==> src/rtl/motor_pkg.sv <==
// rtl/motor_pkg.sv - shared types, default timing and helpers for the motor command scheduler
package motor_pkg;

  typedef enum logic [1:0] {STOP = 2'd0, FWD = 2'd1, BACK = 2'd2, TURN = 2'd3} motor_cmd_t;
  typedef enum logic [1:0] {IDLE = 2'd0, HOLD = 2'd1, SEND = 2'd2, GAP = 2'd3} sched_state_t;

  localparam int unsigned DEF_STABLE_CYCLES    = 50_000;
  localparam int unsigned DEF_HEARTBEAT_CYCLES = 25_000_000;
  localparam int unsigned DEF_HOLD_CYCLES      = 4;
  localparam int unsigned DEF_ARM_CYCLES       = 16;
  localparam int unsigned DEF_TIMEOUT_CYCLES   = 200_000;
  localparam int unsigned DEF_GAP_CYCLES       = 5_000;

  function automatic int unsigned max_u(input int unsigned a, input int unsigned b);
    return (a > b) ? a : b;
  endfunction

  // Only the selected sender leaves reset; every other bit stays high.
  function automatic logic [3:0] release_mask(input motor_cmd_t cmd);
    logic [3:0] m;
    m      = 4'b1111;
    m[cmd] = 1'b0;
    return m;
  endfunction

endpackage

==> src/rtl/input_debouncer.sv <==
// rtl/input_debouncer.sv - accepts a value once it has held still for STABLE_CYCLES cycles
module input_debouncer #(
  parameter int unsigned WIDTH         = 5,
  parameter int unsigned STABLE_CYCLES = 50_000
) (
  input  logic             clk,
  input  logic             rst_n,
  input  logic [WIDTH-1:0] din_i,
  output logic [WIDTH-1:0] dout_o,
  output logic             chg_o
);

  localparam int unsigned CW = $clog2(STABLE_CYCLES + 1);

  logic [WIDTH-1:0] last_q;
  logic [CW-1:0]    cnt_q;

  always_ff @(posedge clk or negedge rst_n) begin
    if (!rst_n) begin
      last_q <= '0;
      cnt_q  <= '0;
      dout_o <= '0;
      chg_o  <= 1'b0;
    end else begin
      chg_o <= 1'b0;
      if (din_i != last_q) begin
        last_q <= din_i;
        cnt_q  <= '0;
      end else if (cnt_q == CW'(STABLE_CYCLES - 1)) begin
        // Saturate at STABLE_CYCLES so a held value is latched exactly once.
        cnt_q  <= CW'(STABLE_CYCLES);
        dout_o <= din_i;
        chg_o  <= (din_i != dout_o);
      end else if (cnt_q != CW'(STABLE_CYCLES)) begin
        cnt_q <= cnt_q + CW'(1);
      end
    end
  end

endmodule

==> src/rtl/motor_cmd_scheduler.sv <==
// rtl/motor_cmd_scheduler.sv - releases one UART frame sender at a time on command change or heartbeat
module motor_cmd_scheduler
  import motor_pkg::*;
#(
  parameter int unsigned STABLE_CYCLES    = DEF_STABLE_CYCLES,
  parameter int unsigned HEARTBEAT_CYCLES = DEF_HEARTBEAT_CYCLES,
  parameter int unsigned HOLD_CYCLES      = DEF_HOLD_CYCLES,
  parameter int unsigned ARM_CYCLES       = DEF_ARM_CYCLES,
  parameter int unsigned TIMEOUT_CYCLES   = DEF_TIMEOUT_CYCLES,
  parameter int unsigned GAP_CYCLES       = DEF_GAP_CYCLES
) (
  input  logic       clk,
  input  logic       rst,
  input  logic [1:0] cmd_req,
  input  logic [2:0] speed_in,
  input  logic [3:0] sender_ready,
  output logic [3:0] sender_rst,
  output logic [2:0] speed_out,
  output logic [1:0] active_cmd,
  output logic       busy,
  output logic       frame_done,
  output logic       err_timeout,
  output logic [7:0] timeout_cnt
);

  localparam int unsigned CNT_MAX = max_u(max_u(HEARTBEAT_CYCLES, TIMEOUT_CYCLES),
                                          max_u(max_u(HOLD_CYCLES, GAP_CYCLES), ARM_CYCLES));
  localparam int unsigned CW = $clog2(CNT_MAX + 1);

  localparam logic [CW-1:0] HB_LAST   = CW'(HEARTBEAT_CYCLES - 1);
  localparam logic [CW-1:0] HOLD_LAST = CW'(HOLD_CYCLES - 1);
  localparam logic [CW-1:0] TO_LAST   = CW'(TIMEOUT_CYCLES - 1);
  localparam logic [CW-1:0] GAP_LAST  = CW'(GAP_CYCLES - 1);
  localparam logic [CW-1:0] ARM_C     = CW'(ARM_CYCLES);

  sched_state_t  state_q;
  logic [CW-1:0] cnt_q;
  logic          pending_q;
  logic [4:0]    sent_q;
  logic [4:0]    acc_pair;
  logic          acc_chg;
  logic          new_req;
  logic          ready_hit;

  input_debouncer #(
    .WIDTH         (5),
    .STABLE_CYCLES (STABLE_CYCLES)
  ) u_debouncer (
    .clk    (clk),
    .rst_n  (rst),
    .din_i  ({cmd_req, speed_in}),
    .dout_o (acc_pair),
    .chg_o  (acc_chg)
  );

  assign new_req   = acc_chg && (acc_pair != sent_q);
  assign ready_hit = sender_ready[active_cmd] && (cnt_q >= ARM_C);

  // cnt_q is shared: heartbeat in IDLE, dwell time in HOLD/SEND/GAP.
  always_ff @(posedge clk or negedge rst) begin
    if (!rst) begin
      state_q     <= IDLE;
      cnt_q       <= '0;
      pending_q   <= 1'b1;
      sent_q      <= '0;
      sender_rst  <= 4'b1111;
      speed_out   <= '0;
      active_cmd  <= STOP;
      busy        <= 1'b0;
      frame_done  <= 1'b0;
      err_timeout <= 1'b0;
      timeout_cnt <= '0;
    end else begin
      frame_done <= 1'b0;
      cnt_q      <= cnt_q + CW'(1);
      pending_q  <= pending_q | new_req;
      case (state_q)
        IDLE: begin
          if (pending_q || new_req) begin
            state_q                 <= HOLD;
            cnt_q                   <= '0;
            pending_q               <= 1'b0;
            {active_cmd, speed_out} <= acc_pair;
            sent_q                  <= acc_pair;
            busy                    <= 1'b1;
          end else if (cnt_q == HB_LAST) begin
            pending_q <= 1'b1;
          end
        end
        HOLD: begin
          if (cnt_q == HOLD_LAST) begin
            state_q    <= SEND;
            cnt_q      <= '0;
            sender_rst <= release_mask(motor_cmd_t'(active_cmd));
          end
        end
        SEND: begin
          if (ready_hit || (cnt_q == TO_LAST)) begin
            state_q    <= GAP;
            cnt_q      <= '0;
            sender_rst <= 4'b1111;
            if (ready_hit) begin
              frame_done <= 1'b1;
            end else begin
              err_timeout <= 1'b1;
              if (timeout_cnt != 8'hFF) timeout_cnt <= timeout_cnt + 8'd1;
            end
          end
        end
        GAP: begin
          if (cnt_q == GAP_LAST) begin
            state_q <= IDLE;
            cnt_q   <= '0;
            busy    <= 1'b0;
          end
        end
        default: state_q <= IDLE;
      endcase
    end
  end

endmodule

==> config.mk <==
export PLATFORM = sky130hd
export DESIGN_NAME = motor_cmd_scheduler
export DESIGN_NICKNAME = d
export VERILOG_FILES = /design/src/rtl/motor_pkg.sv /design/src/rtl/input_debouncer.sv /design/src/rtl/motor_cmd_scheduler.sv
export SDC_FILE = /design/constraint.sdc
export NUM_CORES = 1
export LEC_CHECK = 0
export ABC_AREA = 1
export ABC_CLOCK_PERIOD_IN_PS = 2040
export BUFFER_PORTS_ARGS = -buffer_cell sky130_fd_sc_hd__buf_2
export CORE_MARGIN = 10
export CORE_UTILIZATION = 61
export CTS_CLUSTER_DIAMETER = 120
export DETAILED_ROUTE_END_ITERATION = 8
export PLACE_DENSITY = 0.89
export SETUP_SLACK_MARGIN = 0.05
export SLEW_MARGIN = 20
export SYNTH_ARGS = -nofsm -noshare
export SYNTH_HDL_FRONTEND = slang
export SYNTH_HIERARCHICAL = 1
export SYNTH_SLANG_ARGS = --single-unit
==> constraint.sdc <==
create_clock -name clk -period 2.04 [get_ports clk]
set_input_delay 0.408 -clock clk [delete_from_list [all_inputs] [get_ports clk]]
set_output_delay 0.408 -clock clk [all_outputs]
set_load 0.02 [all_outputs]
[Word-level counts from Yosys, hierarchy flattened]
Index checks and enable logic that the tools add are counted.
Cells by class
  $add $sub $neg: 3
  order comparisons: 3
  equality and inequality tests: 17
  muxes and demuxes: 31
  bitwise gates (word level): 4
  reduce and logical (&&, ||, !) cells: 16
Operator list (count)
  2-to-1 mux 25 bit: 4
  case mux 25 bit (4 select lines): 1
  2-to-1 mux 16 bit: 3
  adder 25 x 1 -> 25 bit, second input constant: 1
  equality test 25 x 13 -> 1 bit, second input constant: 1
  equality test 25 x 18 -> 1 bit, second input constant: 1
  equality test 25 x 2 -> 1 bit, second input constant: 1
  equality test 25 bit, second input constant: 1
  greater-or-equal comparator 25 x 5 -> 1 bit, second input constant: 1
  adder 16 x 1 -> 16 bit, second input constant: 1
  equality test 16 bit, second input constant: 1
  inequality test 16 bit, second input constant: 1
  inequality test 5 bit: 3
  2-to-1 mux 1 bit: 12
  AND reduction 3 bit: 3
  adder 8 x 1 -> 8 bit, second input constant: 1
  2-to-1 mux 2 bit: 4
  2-to-1 mux 4 bit: 2
  inequality test 2 bit, second input constant: 4
  inequality test 8 bit, second input constant: 1
  case mux 2 bit (4 select lines): 1
  case mux 4 bit (2 select lines): 1
  AND reduction 4 bit: 2
  equality test 2 bit, second input constant: 2
  15 further kinds: 21
Storage, ports and cells
  bits in registers: 80
  bits of input ports: 11
  output and inout bits: 20
  word-level logic and storage cells: 89

[Depth between registers and ports, before layout]
  depth after elaboration: 7
  gate-level depth with buffers: 12

[By module]
Netlist, hierarchy kept.
By module, submodules not included
  motor_cmd_scheduler: instances 1, cells each 391, area each 2960.3 sq um
  input_debouncer: instances 1, cells each 198, area each 1514.0 sq um

[Worst setup path before layout]
No wires, ideal clock.
  path type: reg2reg
  start: reg, netlist name cnt_q[0]
  end: reg timeout_cnt[7]
  arrival: 1.598 ns
  required time: 1.918 ns
  path slack: 0.319 ns
  cell stages (with the launch flop): 12
  path buffers: 1
  path through: dfrtp_1 > ha_1 > nand2_2 > nor2_4 > inv_2 > nor2_4 > nand2_2 > nor3_4 > nand3_4 > buf_6 > nand2_1 > o21ai_1
RTL lines
  end signal, assigned: RTL line motor_cmd_scheduler.sv:106  | if (timeout_cnt != 8'hFF) timeout_cnt <= timeout_cnt + 8'd1;
  end, declared: RTL line motor_cmd_scheduler.sv:23  | output logic [7:0] timeout_cnt

==> tab_implementation.tex <==
\begin{tabular}{lr}
\hline
Metric & Value \\
\hline
\multicolumn{2}{l}{\textbf{Power and ir drop}} \\
Peak supply drop & 370 uV \\
Leakage power summed over all cells & 2.29 nW \\
Design Power & $\sim$3.0 mW \\
Power density cells & 592 mW/mm2 \\
\multicolumn{2}{l}{\textbf{Synth}} \\
Share of async-settable or async-resettable flops after synthesis & 100\% \\
EDFF count, synth & 0 \\
Post-Synthesis Mean Instance Area & 7.60 um2 \\
Top post-synthesis cells by area & sky130\_fd\_sc\_hd\_\_dfrtp\_1 (39\%), sky130\_fd\_sc\_hd\_\_nand2\_1 (11\%), sky130\_fd\_sc\_hd\_\_nor2\_1 (7.8\%) \\
Number of instances in the synthesized netlist & 589 \\
Number of distinct library cells after synthesis & 40 \\
Cell accounting for the most synthesized area & sky130\_fd\_sc\_hd\_\_dfrtp\_1 \\
\#FFs+latches synth & 75 \\
Synth Warn \# & 6 \\
Proportion of synthesized chip area in sequential cells & around 42\% \\
Post-synthesis net count & 609 \\
Area fraction of the dominant cell type after synthesis & roughly two fifths \\
Most used flip-flop cell after synthesis & sky130\_fd\_sc\_hd\_\_dfrtp\_1 \\
Cell Area, Synth & 0.00447 mm2 \\
\multicolumn{2}{l}{\textbf{Clock tree}} \\
Clock insertion delay at the later pin of the skew report & 340 ps \\
CTS H-tree depth & 3 \\
Sinks on the clock net & 75 \\
Master cell of the clock root buffer & sky130\_fd\_sc\_hd\_\_clkbuf\_8 \\
Clock transition at the register clock pins on the worst setup and hold paths after CTS & around 70 ps \\
Cts hold-fix bufs & 0 \\
Clock tree from TritonCTS & built \\
Number of CTS-inserted buffers & 9 \\
Longest Clk Path Bufs & 2 \\
\multicolumn{2}{l}{\textbf{Critical path}} \\
R2R depth & 11 \\
Kind of end point of the critical path & register \\
CP Max Fanout & 22 \\
Worst path required time & 2300 ps \\
Arrival time at the worst endpoint & 2140 ps \\
Path type of the worst setup path & register to register \\
Setup crit start kind & register \\
\multicolumn{2}{l}{\textbf{Job}} \\
Max-cap violation count & 0 \\
\multicolumn{2}{l}{\textbf{Layout}} \\
Post-route cell area & 0.00501 mm2 \\
Area growth from synthesis to layout & 11.9\% \\
Fraction of final layout cells with drive strength greater than 1 & 16.1\% \\
Final antenna diode count & 0 \\
Number of nets in the finished design & 644 \\
Commonest cells after routing, fill and taps aside & sky130\_fd\_sc\_hd\_\_nand2\_1 (133), sky130\_fd\_sc\_hd\_\_nor2\_1 (93), sky130\_fd\_sc\_hd\_\_inv\_1 (70), sky130\_fd\_sc\_hd\_\_dfrtp\_1 (70), sky130\_fd\_sc\_hd\_\_nand3\_1 (60) \\
Commonest non-fill, non-tap cell in the layout & sky130\_fd\_sc\_hd\_\_nand2\_1 \\
\multicolumn{2}{l}{\textbf{Drt}} \\
Routed length per instance & 13.8 um \\
Detailed router's first-iteration violation count & 235 \\
Total Wirelength & roughly 10 mm \\
Vias/cell & roughly 5.4 \\
Number of remaining DRC errors & 0 \\
ANT nets after route & 0 \\
Count of TritonRoute iterations in the first routing pass & 6 \\
Total via count in the routed design & 3907 \\
\multicolumn{2}{l}{\textbf{Floorplan}} \\
Width of the die & 106 um \\
Number of top-level pins & 31 \\
Core region area & approximately 0.0072 mm2 \\
Initial standard-cell utilization of the core & 62.4\% \\
Die Area & about 0.011 mm2 \\
Die Y & between 100 and 150 um \\
Num rows & 31 \\
\multicolumn{2}{l}{\textbf{Place}} \\
Placed wire-length estimate after detailed placement & 7.25 mm \\
Post-place setup slack & 154 ps \\
PortBufs & 30 \\
GP Congestion & slightly below 1 \\
Area post-placement & roughly 0.0047 mm2 \\
\multicolumn{2}{l}{\textbf{Global routing}} \\
Congestion Overflow GR & 0 \\
Maximum number of pins on one net before global-route repair & 44 \\
Initial antenna violation count & 0 \\
First-pass GRT wire length & 17.0 mm \\
Vias in the first global route & about 4000 \\
Total global routing track utilization & 17.9\% \\
\multicolumn{2}{l}{\textbf{Timing}} \\
Achievable frequency & around 530 MHz \\
Post-layout worst setup margin & 163 ps \\
Slew at the pin closest to its max-slew limit & 449 ps \\
Number of hold violations in the final report & 0 \\
Worst hold slack & 3.94 ps \\
Clock Skews & 6.90 ps \\
Headroom to the max-slew limit & 69.8\% \\
Setup repair after global routing missed its margin & no \\
Final number of setup-violating endpoints & 0 \\
Setup TNS & 0 ps \\
Final critical path time including I/O delays and setup & 1880 ps \\
Final Slew Violations & 0 \\
Tcrit/Tclk final & 92.0\% \\
\multicolumn{2}{l}{\textbf{Run status}} \\
Outcome & finished, final reports clean \\
\multicolumn{2}{l}{\textbf{Min path}} \\
Type of the most critical hold path & input port to asynchronous set/reset pin \\
\hline
\end{tabular}
==> metrics by stage <==
step,util (%),instances
4_1_cts,69.0,724
3_5_place_dp,65.7,709
3_3_place_gp,65.7,709
2_1_floorplan,-,589
5_1_grt,69.8,727
6_report,69.8,727
==> flip-flops by register name, indices dropped and copies added, names as in the netlist <==
| signal | count |
|---|---|
| err_timeout | 1 |
| cnt_q | 25 |
| speed_out | 2 |
| sent_q | 1 |
| active_cmd | 2 |
| state_q | 2 |
| sender_rst | 4 |
| frame_done | 1 |
| pending_q | 1 |
| u_debouncer/cnt_q | 16 |
| busy | 1 |
| u_debouncer/last_q | 5 |
| u_debouncer/chg_o | 1 |
| timeout_cnt | 8 |
| u_debouncer/dout_o | 5 |
==> where the power goes <==
group	leakage [nW]	internal, mW	switching [mW]
sequential	0.988	1.49	0.00309
clock	0.120	0.843	0.547
combinational	1.18	0.0244	0.0549
==> cells in the mapped netlist (2+ instances only) <==
master and n:
sky130_fd_sc_hd__a21oi_1 5, sky130_fd_sc_hd__a21oi_2 3, sky130_fd_sc_hd__buf_6 4, sky130_fd_sc_hd__clkbuf_1 5, sky130_fd_sc_hd__dfrtp_1 70, sky130_fd_sc_hd__dfstp_2 5, sky130_fd_sc_hd__ha_1 9, sky130_fd_sc_hd__inv_1 70
sky130_fd_sc_hd__inv_2 7, sky130_fd_sc_hd__nand2_1 133, sky130_fd_sc_hd__nand2_2 12, sky130_fd_sc_hd__nand3_1 60, sky130_fd_sc_hd__nand3_2 2, sky130_fd_sc_hd__nand4_1 11, sky130_fd_sc_hd__nor2_1 93, sky130_fd_sc_hd__nor2_2 3
sky130_fd_sc_hd__nor2_4 4, sky130_fd_sc_hd__nor3_1 18, sky130_fd_sc_hd__o21ai_0 12, sky130_fd_sc_hd__o21ai_2 6, sky130_fd_sc_hd__or2_2 3, sky130_fd_sc_hd__xnor2_1 16, sky130_fd_sc_hd__xor2_1 21
==> cell type report <==
class,count,area (um2)
multi-input cells,427,2260
fillers,530,2170
flip-flops and latches,75,1880
inverters,77,289
repair buffers,34,208
clock buffers,11,141
well taps,99,124
clock inverters,4,98.8
==> what timing repair did <==
action / CTS / global route
resized for setup: 0 / 4
setup endpoints to repair: 0 / 34
buffers inserted: 0 / 2
==> metal layers <==
metal  vias to the layer above  track usage, %  share of wire, %
met2                       121            31.7                51
met5                         -               0                 0
met3                        31            4.02               5.3
met1                      1837            20.3                41
li1                       1918               -                 -
met4                         0            7.54               2.5
==> critical path, stage by stage (launching register included) <==
cell,delay (ps)
sky130_fd_sc_hd__dfrtp_1,490
sky130_fd_sc_hd__inv_2,100
sky130_fd_sc_hd__nand2_1,70
sky130_fd_sc_hd__nand2_1,50
sky130_fd_sc_hd__nor2_1,90
sky130_fd_sc_hd__nand3_1,90
sky130_fd_sc_hd__nand2_1,70
sky130_fd_sc_hd__nand2_1,120
sky130_fd_sc_hd__nand2_2,280
sky130_fd_sc_hd__o21ai_4,110
sky130_fd_sc_hd__buf_12,170
sky130_fd_sc_hd__nor2_1,140
==> cell families (layout without fill, tap and decap cells) <==
kind of cell	count (synthesis)	after routing	synth area share [%]
buf+inv	88	126	8.17
simple gates	347	348	35.0
xor+xnor	37	37	7.24
compound gates	33	33	4.98
fa+ha+maj	9	9	2.52
flops	75	75	42.1
==> worst paths after layout <==
kind | start | end | slack (ps)
worst max-delay path | active_cmd[0] | cnt_q[23] | 160
worst min-delay path | rst | cnt_q[15] | 4
worst max register to register | active_cmd[0] | cnt_q[23] | 160
worst min register to register | sender_rst[1] | sender_rst[1] | 470
max in group asynchronous | rst | pending_q | 1410
min in group clk | cmd_req[0] | u_debouncer/last_q[3] | 220
Note: power is estimated with default switching activity, not from simulation.
